[config.mk]
export PLATFORM = sky130hd
export DESIGN_NAME = bp_fe_icache_req_arbiter
export DESIGN_NICKNAME = d
export VERILOG_FILES = /design/src/rtl/bp_fe_icache_req_arbiter.sv
export SDC_FILE = /design/constraint.sdc
export NUM_CORES = 1
export LEC_CHECK = 0
export BUFFER_PORTS_ARGS = -buffer_cell sky130_fd_sc_hd__buf_2
export CORE_AREA = 2 2 138 140
export DETAILED_ROUTE_END_ITERATION = 8
export DIE_AREA = 0 0 140 142
export HOLD_SLACK_MARGIN = 0.02
export SETUP_SLACK_MARGIN = 0.5
export SYNTH_ARGS = -nofsm -noshare
export SYNTH_HDL_FRONTEND = slang
export SYNTH_SLANG_ARGS = --single-unit
[constraint.sdc]
create_clock -name clk_i -period 2.2 [get_ports clk_i]
set_clock_uncertainty 0.1 [all_clocks]
set_input_delay 0.44 -clock clk_i [delete_from_list [all_inputs] [get_ports clk_i]]
set_output_delay 0.44 -clock clk_i [all_outputs]
set_load 0.01 [all_outputs]
[src/rtl/bp_fe_icache_req_arbiter.sv]
// Arbitrates I$ miss requests from two fetch ports onto one cache-engine channel,
// merges same-block cached misses, and steers engine returns to the owning port(s).
module bp_fe_icache_req_arbiter #(
  parameter int paddr_width_p    = 56,
  parameter int block_width_p    = 512,
  parameter int req_width_p      = 64,
  parameter int metadata_width_p = 8
) (
  input  logic                        clk_i,
  input  logic                        reset_i,

  input  logic [req_width_p-1:0]      req0_i,
  input  logic [paddr_width_p-1:0]    req0_paddr_i,
  input  logic                        req0_uncached_i,
  input  logic                        req0_v_i,
  output logic                        req0_yumi_o,
  input  logic [metadata_width_p-1:0] req0_metadata_i,
  input  logic                        req0_metadata_v_i,

  input  logic [req_width_p-1:0]      req1_i,
  input  logic [paddr_width_p-1:0]    req1_paddr_i,
  input  logic                        req1_uncached_i,
  input  logic                        req1_v_i,
  output logic                        req1_yumi_o,
  input  logic [metadata_width_p-1:0] req1_metadata_i,
  input  logic                        req1_metadata_v_i,

  output logic                        crit_tag0_o,
  output logic                        crit_data0_o,
  output logic                        complete0_o,
  output logic                        crit_tag1_o,
  output logic                        crit_data1_o,
  output logic                        complete1_o,

  output logic [req_width_p-1:0]      cache_req_o,
  output logic                        cache_req_v_o,
  input  logic                        cache_req_yumi_i,
  input  logic                        cache_req_busy_i,
  output logic [metadata_width_p-1:0] cache_req_metadata_o,
  output logic                        cache_req_metadata_v_o,
  input  logic                        cache_req_critical_tag_i,
  input  logic                        cache_req_critical_data_i,
  input  logic                        cache_req_complete_i,

  output logic                        error_o
);

  localparam int block_offset_lp = $clog2(block_width_p/8);

  typedef enum logic [1:0] {e_ready, e_meta, e_wait} state_e;

  state_e     state_r, state_n;
  logic [1:0] owner_r, owner_n;
  logic       lru_r, lru_n;
  logic       error_r;

  logic both_v, any_v, sel, merge, grant_ok, primary, ret_any;

  // Offset bits only select bytes within a block; they never affect merging.
  logic unused_offset;
  assign unused_offset = ^{req0_paddr_i[block_offset_lp-1:0], req1_paddr_i[block_offset_lp-1:0]};

  assign both_v   = req0_v_i & req1_v_i;
  assign any_v    = req0_v_i | req1_v_i;
  assign sel      = both_v ? ~lru_r : req1_v_i;
  assign merge    = both_v & ~req0_uncached_i & ~req1_uncached_i
                  & (req0_paddr_i[paddr_width_p-1:block_offset_lp]
                     == req1_paddr_i[paddr_width_p-1:block_offset_lp]);
  assign grant_ok = ~cache_req_busy_i & any_v;
  assign primary  = ~owner_r[0];
  assign ret_any  = cache_req_critical_tag_i | cache_req_critical_data_i | cache_req_complete_i;

  assign cache_req_o          = sel ? req1_i : req0_i;
  assign cache_req_metadata_o = primary ? req1_metadata_i : req0_metadata_i;
  assign error_o              = error_r;

  always_ff @(posedge clk_i) begin
    if (reset_i) begin
      state_r <= e_ready;
      owner_r <= '0;
      lru_r   <= 1'b1;
      error_r <= 1'b0;
    end else begin
      state_r <= state_n;
      owner_r <= owner_n;
      lru_r   <= lru_n;
      // Returns outside e_wait have no owner to go to; flag them permanently.
      error_r <= error_r | ((state_r != e_wait) & ret_any);
    end
  end

  always_comb begin
    state_n                = state_r;
    owner_n                = owner_r;
    lru_n                  = lru_r;
    cache_req_v_o          = 1'b0;
    req0_yumi_o            = 1'b0;
    req1_yumi_o            = 1'b0;
    cache_req_metadata_v_o = 1'b0;
    crit_tag0_o            = 1'b0;
    crit_data0_o           = 1'b0;
    complete0_o            = 1'b0;
    crit_tag1_o            = 1'b0;
    crit_data1_o           = 1'b0;
    complete1_o            = 1'b0;

    case (state_r)
      e_ready: begin
        if (grant_ok) begin
          cache_req_v_o = 1'b1;
          req0_yumi_o   = cache_req_yumi_i & (merge | ~sel);
          req1_yumi_o   = cache_req_yumi_i & (merge | sel);
          if (cache_req_yumi_i) begin
            owner_n = merge ? 2'b11 : (sel ? 2'b10 : 2'b01);
            lru_n   = merge ? ~lru_r : sel;
            state_n = e_meta;
          end
        end
      end
      e_meta: begin
        cache_req_metadata_v_o = primary ? req1_metadata_v_i : req0_metadata_v_i;
        if (cache_req_metadata_v_o) state_n = e_wait;
      end
      e_wait: begin
        crit_tag0_o  = cache_req_critical_tag_i  & owner_r[0];
        crit_data0_o = cache_req_critical_data_i & owner_r[0];
        complete0_o  = cache_req_complete_i      & owner_r[0];
        crit_tag1_o  = cache_req_critical_tag_i  & owner_r[1];
        crit_data1_o = cache_req_critical_data_i & owner_r[1];
        complete1_o  = cache_req_complete_i      & owner_r[1];
        if (cache_req_complete_i) begin
          owner_n = '0;
          state_n = e_ready;
        end
      end
      default: state_n = e_ready;
    endcase
  end

endmodule

==> metrics.md <==
| Metric | Value |
|---|---|
| Status | complete, but fails checks |
| Failing checks | DRC, setup timing |
| WL final | 14300 um |
| Power per cell area | 299 mW/mm2 |
| Final period utilization | 100% |
| First-pass GRT wire length | 18800 um |
| Vias/cell | 3.99 |
| Fin area | 0.00599 mm2 |
| H-tree lvl count | 1 |
| Cell taking the most area after synthesis | nand2_1 |
| Total GRT Usage | 12.4% |
| Crit path max fanout | 2 |
| Die H | 142 um |
| Synth Warn # | 0 |
| Slowest CP cell | nor4_4 |
| Synthesized cell area | 0.00184 mm2 |
| Setup CP Type | primary input to primary output |
| I/O Pins | 352 |
| Number of port buffers | 339 |
| Crit path time final | 2.21 ns |
| PnR worst setup slack | -0.0106 ns |
| Clock Latency Late Sink | 0.23 ns |
| TNS Setup | -0.0106 ns |
| Placement-stage cell area | 0.00392 mm2 |
| CTS Buf Count | 3 |
| Rel. slew slack | 84.0% |
| Largest net degree at the start of global routing | 11 |
| DR DRC count | 25 |
| Data arrival, critical path | 1.67 ns |
| Peak supply drop | 0.212 mV |
| Synth Register Bits | 6 |
| Die area | 0.0199 mm2 |
| CORE AREA | 0.0185 mm2 |
| Layout cells sized above 1 | 81.2% |
| MaxCap Viol Count | 0 |
| Via count | 3755 |
| Total congestion overflow | 0 |
| Worst setup EP type | primary output |
| Hold crit path type | flop to flop |
| Synth unique cells | 29 |
| DP HPWL | 8670 um |
| Worst Path Required | 1.66 ns |
| Clk slew on worst S/H paths | 0.03 ns |
| Critical-path cell list | buf_2, xnor2_1, nand4_1, nor4_4, nand4_1, o21ai_2, buf_2 |
| Average cell area after synthesis | 5.52 um2 |
| Syn Inst Count | 334 |
| Fin. max-slew vios | 0 |
| Commonest non-fill, non-tap cells in the layout | buf_2, nand2_2, buf_6, nand2_4, nand2_1 |
| Num Clock Sinks | 6 |
| Reg2reg setup slack | 0.56 ns |
| Syn nets | 603 |
| Worst Tran Pin Value | 0.238 ns |
| Drt pass-1 iters | 6 |
| Antenna Nets Post-Route | 0 |
| Sequential cell area | 133 um2 |
| Fmax | 0.452 GHz |
| Initial Utilization | 9.99% |
| Clock buffer depth | 2 |
| Hold buffers post-CTS | 0 |
| Fill count | 1871 |
| Synth top area share | 40.3% |
| Root Buffer | clkbuf_16 |
| Vias in the first global route | 3495 |
| Final Hold Viols | 0 |
| Commonest non-fill, non-tap cell in the layout | buf_2 |
| Layout Nets | 978 |
| Row cnt | 50 |
| RSZ-0062 raised after global routing | yes |
| CTS tree | yes |
| Sequential area share after synthesis | 6.52% |
| Multi-input gate area | 0.00249 mm2 |
| Initial antenna violation count | 1 |
| Crit-path max cell delay | 0.32 ns |
| Crit path launch type | primary input |
| Die X | 140 um |
| GPL Wtd Cong | 0.797 |
| Leakage | 3.22 nW |
| Area Overhead vs Synth | 225% |
| DRT iter0 DRCs | 102 |
| Synth area leaders | nand2_1, xnor2_1, dfxtp_1 |
| Drt wl/cell | 15.1 um |
| # diodes | 0 |
| Final Setup Violations | 1 |
==> cells by family (layout without fill, tap and decap cells) <==
family / after synthesis / count (layout) / synth area share, %
flops: 6 / 6 / 6.52
mux: 9 / 9 / 5.43
simple gates: 243 / 243 / 56.8
compound gates: 8 / 8 / 3.06
buf+inv: 18 / 391 / 4.48
xor+xnor: 50 / 50 / 23.8
==> final timing paths <==
| kind | start | end | depth (start not counted) |
|---|---|---|---|
| worst max-delay path | req1_paddr_i[35] | req0_yumi_o | 7 |
| worst min-delay path | error_o$_SDFF_PP0_ | error_o$_SDFF_PP0_ | 2 |
| worst max register to register | lru_r$_SDFFE_PP1P_ | lru_r$_SDFFE_PP1P_ | 9 |
| worst min register to register | error_o$_SDFF_PP0_ | error_o$_SDFF_PP0_ | 2 |
==> metrics by stage <==
step / utilization, % / power (mW) / hold slack [ns] / instances / worst slack [ns]
detailed placement: 21.2 / 0.915 / 0.359 / 902 / -0.0843
finish: 32.4 / 1.79 / 0.365 / 941 / -0.0106
CTS: 29.7 / 1.66 / 0.368 / 941 / -0.0538
floorplan: - / 0.483 / 0.339 / 334 / 0.402
global placement: 21.2 / 0.908 / 0.349 / 902 / -0.0492
global route: 32.4 / 1.90 / 0.385 / 941 / -0.138
==> metal layers <==
layer / wire length (um) / vias up / global-route usage [%]
li1: - / 1825 / -
met1: 5800 / 1698 / 15.5
met2: 7360 / 214 / 23.3
met3: 930 / 16 / 1.95
met4: 134 / 2 / 1.01
met5: 17 / - / 0
==> layout make-up <==
type,count,area share [%]
Timing Repair Buffer,386,49.9
Clock buffer,3,1.25
Sequential cell,6,2.22
Tap cell,234,4.89
Multi-Input combinational cell,310,41.6
Inverter,2,0.125
==> worst max-delay path, delay by kind of cell <==
family          cells  cell delay, ns
buf+inv             2            0.25
simple gates        3            0.67
compound gates      1            0.11
xor+xnor            1            0.20
==> cell usage after synthesis <==
library cell / instances
nand2_1: 198
xnor2_1: 50
nand4_1: 14
buf_2: 11
mux2_2: 8
nor2_1: 7
and3_1: 6
dfxtp_1: 6
clkbuf_1: 4
nor3_1: 4
nor4_2: 3
a21oi_1: 2
inv_1: 2
nand3_1: 2
nand3b_1: 2
o21ai_0: 2
a211o_2: 1
a21o_1: 1
a32oi_1: 1
and2_1: 1
and2_2: 1
and4bb_1: 1
clkbuf_2: 1
mux2i_1: 1
nand3_4: 1
nor2_4: 1
nor2b_1: 1
nor3b_1: 1
o21ba_2: 1
==> registers in the layout, summed over array words and instances, names as in the netlist <==
name and cells:
owner_r 2, state_r 2, error_o 1, lru_r 1
==> where the power goes <==
part           switching [mW]  internal, mW
Sequential            0.00920         0.114
Combinational           0.603         0.775
Clock                  0.0587         0.233
==> what timing repair did <==
action	CTS	global route
endpoints found under the setup margin	82	84
buffers inserted	20	0
cloned	16	0
resized for setup	236	110
pin swaps	142	54
Note: power is estimated with default switching activity, not from simulation.
